File: src/rtl/lsu_subword_rmw.sv
// Load/store sequencer for a word-wide memory with 1-cycle synchronous read and no byte enables.
// Sub-word stores become read-modify-write; loads are lane-extracted and sign/zero-extended.
module lsu_subword_rmw #(
    parameter int ADDR_W = 9,
    parameter int DATA_W = 32
) (
    input  logic              clk,
    input  logic              reset,
    input  logic              req_valid,
    output logic              req_ready,
    input  logic              req_we,
    input  logic [2:0]        req_funct3,
    input  logic [ADDR_W-1:0] req_addr,
    input  logic [DATA_W-1:0] req_wdata,
    output logic              resp_valid,
    output logic              resp_err,
    output logic [DATA_W-1:0] resp_rdata,
    output logic              mem_re,
    output logic              mem_we,
    output logic [ADDR_W-3:0] mem_addr,
    output logic [DATA_W-1:0] mem_wdata,
    input  logic [DATA_W-1:0] mem_rdata
);

    typedef enum logic [2:0] {
        S_IDLE, S_LD_ISSUE, S_LD_DATA, S_ST_WORD, S_RMW_RD, S_RMW_WR, S_ERR
    } state_t;

    state_t state_q, state_d;
    logic [2:0]        f3_q;
    logic [ADDR_W-1:0] addr_q;
    logic [DATA_W-1:0] wdata_q;
    logic [DATA_W-1:0] rdata_q;
    logic              mem_re_q, mem_we_q, resp_valid_q, resp_err_q;
    logic [DATA_W-1:0] ld_val;

    // Unsigned load variants only exist for loads; alignment follows access size.
    function automatic logic req_legal(input logic we, input logic [2:0] f3, input logic [1:0] a);
        logic ok;
        case (f3)
            3'b000:  ok = 1'b1;
            3'b001:  ok = ~a[0];
            3'b010:  ok = (a == 2'b00);
            3'b100:  ok = ~we;
            3'b101:  ok = ~we & ~a[0];
            default: ok = 1'b0;
        endcase
        return ok;
    endfunction

    function automatic logic [DATA_W-1:0] load_extract(input logic [2:0] f3, input logic [1:0] a,
                                                      input logic [DATA_W-1:0] word);
        logic [7:0]        b;
        logic [15:0]       h;
        logic [DATA_W-1:0] r;
        b = word[{a, 3'b000} +: 8];
        h = word[{a[1], 4'b0000} +: 16];
        case (f3)
            3'b000:  r = {{(DATA_W-8){b[7]}}, b};
            3'b001:  r = {{(DATA_W-16){h[15]}}, h};
            3'b100:  r = {{(DATA_W-8){1'b0}}, b};
            3'b101:  r = {{(DATA_W-16){1'b0}}, h};
            default: r = word;
        endcase
        return r;
    endfunction

    function automatic logic [DATA_W-1:0] lane_merge(input logic [2:0] f3, input logic [1:0] a,
                                                    input logic [DATA_W-1:0] word,
                                                    input logic [DATA_W-1:0] wd);
        logic [DATA_W-1:0] r;
        r = word;
        if (f3 == 3'b000) r[{a, 3'b000} +: 8] = wd[7:0];
        else              r[{a[1], 4'b0000} +: 16] = wd[15:0];
        return r;
    endfunction

    assign req_ready = (state_q == S_IDLE) & ~reset;

    always_comb begin
        state_d = state_q;
        case (state_q)
            S_IDLE: begin
                if (req_valid) begin
                    if (!req_legal(req_we, req_funct3, req_addr[1:0])) state_d = S_ERR;
                    else if (!req_we)                                  state_d = S_LD_ISSUE;
                    else if (req_funct3 == 3'b010)                     state_d = S_ST_WORD;
                    else                                               state_d = S_RMW_RD;
                end
            end
            S_LD_ISSUE: state_d = S_LD_DATA;
            S_RMW_RD:   state_d = S_RMW_WR;
            default:    state_d = S_IDLE;
        endcase
    end

    // Strobes are registered from the next state so they line up with the state they belong to.
    always_ff @(posedge clk or posedge reset) begin
        if (reset) begin
            state_q      <= S_IDLE;
            mem_re_q     <= 1'b0;
            mem_we_q     <= 1'b0;
            resp_valid_q <= 1'b0;
            resp_err_q   <= 1'b0;
            rdata_q      <= '0;
        end else begin
            state_q      <= state_d;
            mem_re_q     <= (state_d == S_LD_ISSUE) || (state_d == S_RMW_RD);
            mem_we_q     <= (state_d == S_ST_WORD) || (state_d == S_RMW_WR);
            resp_valid_q <= (state_d == S_LD_DATA) || (state_d == S_ST_WORD) ||
                            (state_d == S_RMW_WR) || (state_d == S_ERR);
            resp_err_q   <= (state_d == S_ERR);
            if (state_q == S_LD_DATA) rdata_q <= ld_val;
        end
    end

    always_ff @(posedge clk) begin
        if (req_valid && req_ready) begin
            f3_q    <= req_funct3;
            addr_q  <= req_addr;
            wdata_q <= req_wdata;
        end
    end

    // Load result is forwarded from memory in the response cycle and held in rdata_q after.
    assign ld_val     = load_extract(f3_q, addr_q[1:0], mem_rdata);
    assign resp_rdata = (state_q == S_LD_DATA) ? ld_val : rdata_q;
    assign resp_valid = resp_valid_q;
    assign resp_err   = resp_err_q;
    assign mem_re     = mem_re_q;
    assign mem_we     = mem_we_q;
    assign mem_addr   = (mem_re_q | mem_we_q) ? addr_q[ADDR_W-1:2] : '0;
    assign mem_wdata  = !mem_we_q ? '0 :
                        (state_q == S_RMW_WR) ? lane_merge(f3_q, addr_q[1:0], mem_rdata, wdata_q)
                                              : wdata_q;

endmodule

File: config.mk
export PLATFORM = sky130hd
export DESIGN_NAME = lsu_subword_rmw
export DESIGN_NICKNAME = d
export VERILOG_FILES = /design/src/rtl/lsu_subword_rmw.sv
export SDC_FILE = /design/constraint.sdc
export NUM_CORES = 1
export LEC_CHECK = 0
export BUFFER_PORTS_ARGS = -buffer_cell sky130_fd_sc_hd__buf_2
export CAP_MARGIN = 0
export CELL_PAD_IN_SITES_DETAIL_PLACEMENT = 0
export CELL_PAD_IN_SITES_GLOBAL_PLACEMENT = 2
export CORE_MARGIN = 2
export CORE_UTILIZATION = 32
export CTS_CLUSTER_DIAMETER = 200
export CTS_CLUSTER_SIZE = 8
export DETAILED_ROUTE_END_ITERATION = 8
export HOLD_SLACK_MARGIN = 0.12
export PLACE_DENSITY_LB_ADDON = 0.1
export SYNTH_ARGS = -nofsm -noshare
export SYNTH_HDL_FRONTEND = slang
export SYNTH_SLANG_ARGS = --single-unit
File: constraint.sdc
create_clock -name clk -period 7 [get_ports clk]
set_clock_uncertainty 0.15 [all_clocks]
set_input_delay 0.35 -clock clk [delete_from_list [all_inputs] [get_ports clk]]
set_output_delay 0.35 -clock clk [all_outputs]
set_load 0.02 [all_outputs]
# Word-level counts from Yosys, hierarchy flattened
# Cells that the tools add are included.
dict set report word_totals {
  ff_bits 83
  inputBits 80
  output_inout_bits 76
  wordCells 66
}
dict set report classes {
  add_sub_neg 2
  n_eq_ne 17
  shifts 6
  mux 16
  bitwise 6
  reduce_logical 10
}
# op n
set op_table {}
lappend op_table {{$mux 32} 4}
lappend op_table {{$pmux 32 s4} 1}
lappend op_table {{$bwmux 32} 2}
lappend op_table {{$shift 16x7->32 const A} 1}
lappend op_table {{$shift 8x7->32 const A} 1}
lappend op_table {{$shiftx 16x7->32} 1}
lappend op_table {{$shiftx 32x6->16} 1}
lappend op_table {{$shiftx 32x6->8} 1}
lappend op_table {{$shiftx 8x7->32} 1}
lappend op_table {{$eq 3x3->1 const B} 9}
lappend op_table {{$neg 5->7} 2}
lappend op_table {{$eq 3x1->1 const B} 4}
lappend op_table {{$eq 3x2->1 const B} 4}
lappend op_table {{$mux 3} 4}
lappend op_table {{$logic_not 3->1} 3}
lappend op_table {{$pmux 3 s3} 1}
lappend op_table {{$mux 7} 1}
lappend op_table {{$logic_or 1x1->1} 5}
lappend op_table {{$pmux 1 s5} 1}
lappend op_table {{$not 1->1} 3}
lappend op_table {{$and 1x1->1} 2}
lappend op_table {{$logic_not 2->1} 1}
lappend op_table {{$mux 1} 2}
lappend op_table {{$logic_and 1x1->1} 1}
lappend op_table {{$or 1x1->1} 1}

# Longest topological paths before layout
dict set report depth {
  word_depth 12
  mapped_depth 7
  depth_no_buf 6
}

# Worst setup path before layout
# OpenSTA, ideal clock, no wires.
dict set report synth_path {
  kind {flip-flop to flip-flop}
  from {register state_q[0]}
  to {register addr_q[0] (enable)}
  setup_ns 0.446
  t_arrival_ns 2.679
  t_required_ns 6.404
  path_slack_ns 3.725
  stages_incl_launch_ff 5
  path_buffers 1
  period_less_slack_ns 3.275
  cell_sequence {dfrtp_1 > clkbuf_1 > nor2_1 > nand3b_1 > nor2_1}
}
dict set report synth_via {
  elab_chain_cells 3
}
# item line_no
set synth_lines {}
lappend synth_lines {{from (decl)} 29} ;# state_t state_q, state_d;
lappend synth_lines {{from (signal assigned)} 107} ;# state_q <= state_d;
lappend synth_lines {{$logic_not 3->1} 78} ;# assign req_ready = (state_q == S_IDLE) & ~reset;
lappend synth_lines {{$and 1x1->1} 78}
lappend synth_lines {{$logic_and 1x1->1} 118} ;# if (req_valid && req_ready) begin
lappend synth_lines {{to (signal assigned)} 120} ;# addr_q <= req_addr;
lappend synth_lines {{to (decl)} 31} ;# logic [ADDR_W-1:0] addr_q;
# No other way between the ends.
# A chain may end at the register's enable or synchronous reset.

# Worst setup path after layout
dict set report layout_path {
  from {register addr_q[1]}
  to {output port mem_wdata[6]}
}
dict set report layout_via {
  elab_chain_cells 6
  elab_cells_between_ends 11
  cone_classes {add/sub: 2; shift: 4; mux: 5}
}
# item line_no
set layout_lines {}
lappend layout_lines {{$neg 5->7, on equally long branches} {74, 73}}
lappend layout_lines {{$shiftx 16x7->32, or another cell as far along} 74} ;# else r[{a[1], 4'b0000} +: 16] = wd[15:0];
lappend layout_lines {{$bwmux 32, on equally long branches} {74, 73}}
lappend layout_lines {{$mux 32 *} 73} ;# if (f3 == 3'b000) r[{a, 3'b000} +: 8] = wd[7:0];
lappend layout_lines {{$mux 32 *} 134} ;# (state_q == S_RMW_WR) ? lane_merge(f3_q, addr_q[1:0], mem_rdata, wdata_q)
lappend layout_lines {{$mux 32 *} 133} ;# assign mem_wdata = !mem_we_q ? '0 :
lappend layout_lines {{to (decl)} 21} ;# output logic [DATA_W-1:0] mem_wdata,
# Every way passes the cells marked *; elsewhere a longest branch is shown, timed or not.

==> impl_metrics.tcl <==
set metrics [dict create \
    setup.worst_path.end "mem_wdata[6]" \
    wl_um 15700 \
    numClockSinks 83 \
    yosys_warnings 0 \
    cts_setup_buffers 0 \
    fillers 1308 \
    drv_slew 0 \
    multi_input_area_um2 1940 \
    syn_nets 514 \
    vias 4135 \
    grt_max_degree 45 \
    die_w_um 121 \
    clk_pin_slew_ns 0.06 \
    layout-drive-gt1-share_pct 31.0 \
    floorplan.initialDensity_pct 33.0 \
    period_share_pct 56.3 \
    num_rows 42 \
    clock_path_buffers 2 \
    fin_nets 700 \
    finalSetupViolCount 0 \
    grt_pass1_vias 4055 \
    ys_seq_area_share_pct 52.4 \
    cts_buffers 9 \
    vias_per_cell 5.19 \
    worstReg2RegEnd "rdata_q[10]" \
    grt_pass1_wl_um 23700 \
    endpoint_kind "output pin" \
    r2r_slack_ns 3.92 \
    final_hold_viol_count 0 \
    hp-class "input pin to flop" \
    startpoint "addr_q[1]" \
    finalSetupTns_ns 0 \
    worstSetupPathType "flop to output pin" \
    dp_slack_ns 3.49 \
    synth_ff_type "edfxtp_1" \
    setup_ws_ns 3.06 \
    cts_resized 0 \
    cp_max_fo 24 \
    coreArea_um2 13300 \
    grt_util_all_layers_pct 21.9 \
    syn-cell-area_um2 4390 \
    regArea_um2 2300 \
    async_flop_share_pct 47.0 \
    relSlewSlack_pct 30.2 \
    dp_hpwl_um 11600 \
    globalRouteOverflowTotal 0 \
    whs_ns 0.186 \
    area_growth_pct 37.2 \
    clkLatencyLatePin_ns 0.34 \
    dpl_cell_area_um2 5300 \
    dieArea_um2 14700 \
    syn_avg_cell_area_um2 10.2 \
    cp.required_ns 6.50 \
    tightestPinTransition_ns 1.05 \
    fmax_mhz 254 \
    ctsHoldBuffers 45 \
    port_buffers 155 \
    layout_common_cells "buf_2 (155), nand2_1 (48), nor2_1 (46)" \
    drc 0 \
    rsz0062_at_grt "false" \
    dr.pass1.iters 8 \
    power_density_nw_per_um2 379 \
    antenna_found_initial 0 \
    final_area_um2 6020 \
    ir_drop_uv 171 \
    min-delay-start "req_valid" \
    start_kind "flop" \
    antenna_cells 0 \
    status "completed" \
    place_congestion 0.876 \
    final_common_cell "buf_2" \
    drt-initial-drc-count 295 \
    ys_types 50 \
    p_total_uw 2280 \
    wl_per_cell_um 19.8 \
    cts_tree "built" \
    worstReg2RegStart "addr_q[1]" \
    drv_cap 0 \
    synthCells 429 \
    synth_edf_count 44 \
    root_buffer "clkbuf_16" \
    yosys_register_bits 83 \
    reg2regPathDepth 3 \
    die_h_um 121 \
    drtAntennaViolNets 0 \
    h-tree-depth 3 \
    p_leak_uw 0.00263 \
    io_pins 156 \
    crit_arrival_ns 3.44 \
    fin_crit_ns 3.94 \
]
## report_power, final
part / total [µW] / switching, µW / internal [µW] / leakage, µW
sequential: 774 / 106 / 667 / 0.000877
combinational: 1080 / 703 / 372 / 0.00163
clock: 433 / 195 / 238 / 0.000123
## final cells by class
type                    instances  share of cell area (%)
inverters                       7                   0.436
flip-flops and latches         83                    38.2
clock buffers                   9                    3.74
repair buffers                205                    21.0
multi-input cells             309                    32.3
well taps                     176                    3.66
clock inverters                 7                   0.727
## cells in the mapped netlist, types with 2 or more instances
library cell / count / share of area [%]
nand3b_1: 2 / 0.34
a211oi_1: 2 / 0.34
dfrtp_1: 39 / 22
a211o_1: 8 / 1.6
buf_6: 2 / 0.51
nor2b_1: 10 / 1.4
a21boi_1: 2 / 0.34
a21boi_0: 9 / 1.5
a22oi_1: 8 / 1.4
a21oi_1: 35 / 4.0
o21ai_0: 40 / 4.6
ha_1: 5 / 1.4
clkbuf_1: 20 / 1.7
a21o_1: 2 / 0.34
mux2_2: 8 / 2.1
mux2i_1: 8 / 1.8
nand2_1: 48 / 4.1
nor3_1: 11 / 1.3
a221oi_1: 15 / 3.0
nor2_1: 47 / 4.0
inv_1: 6 / 0.51
a22o_1: 15 / 3.0
nand2b_1: 4 / 0.57
buf_2: 6 / 0.68
nor4_1: 2 / 0.29
o2bb2ai_1: 2 / 0.40
edfxtp_1: 44 / 30
a311oi_1: 7 / 1.4
## layer usage
layer | part of all wire (%) | track usage, % | up-vias
met4 | 1.2 | 4.43 | 0
met3 | 6.9 | 5.22 | 14
li1 | - | - | 1975
met5 | 0 | 0 | -
met2 | 48 | 35.9 | 165
met1 | 44 | 29.4 | 1981
## cell families after synthesis
logic type / share of synthesized area, %
buffers and inverters: 3.76
AOI/OAI and AO/OA: 24.1
adders and majority gates: 1.43
muxes: 4.39
and+or+nand+nor: 14.0
DFF: 52.4
## worst max-delay path: stages, from the launching register on
cell      delay [ns]
edfxtp_1        1.04
inv_2           0.29
ha_1            0.43
nor2_1          0.11
nand4_1         0.10
a21boi_1        0.70
a22o_1          0.27
buf_2           0.16
## worst min-delay path by stage
stage,endpoint,slack [ns],cells after the start
after global routing,rdata_q[17],0.19,3
after CTS,state_q[0],0.17,3
after global placement,resp_err,0.10,2
after floorplan,addr_q[0],0.30,0
final,state_q[0],0.19,3
after detailed placement,mem_re,0.11,2
## metrics by stage
stage          utilization [%]  std cells
6_report                  45.3        796
5_1_grt                   45.3        796
4_1_cts                   45.3        796
3_5_place_dp              39.9        735
3_3_place_gp              39.9        735
2_1_floorplan                -        429
## flip-flops by register name (all words and copies together) (netlist names)
signal,count
rdata_q,32
wdata_q,32
addr_q,9
f3_q,3
state_q,3
mem_re,1
mem_we,1
resp_err,1
resp_valid,1
Note: power is estimated with default switching activity, not from simulation.
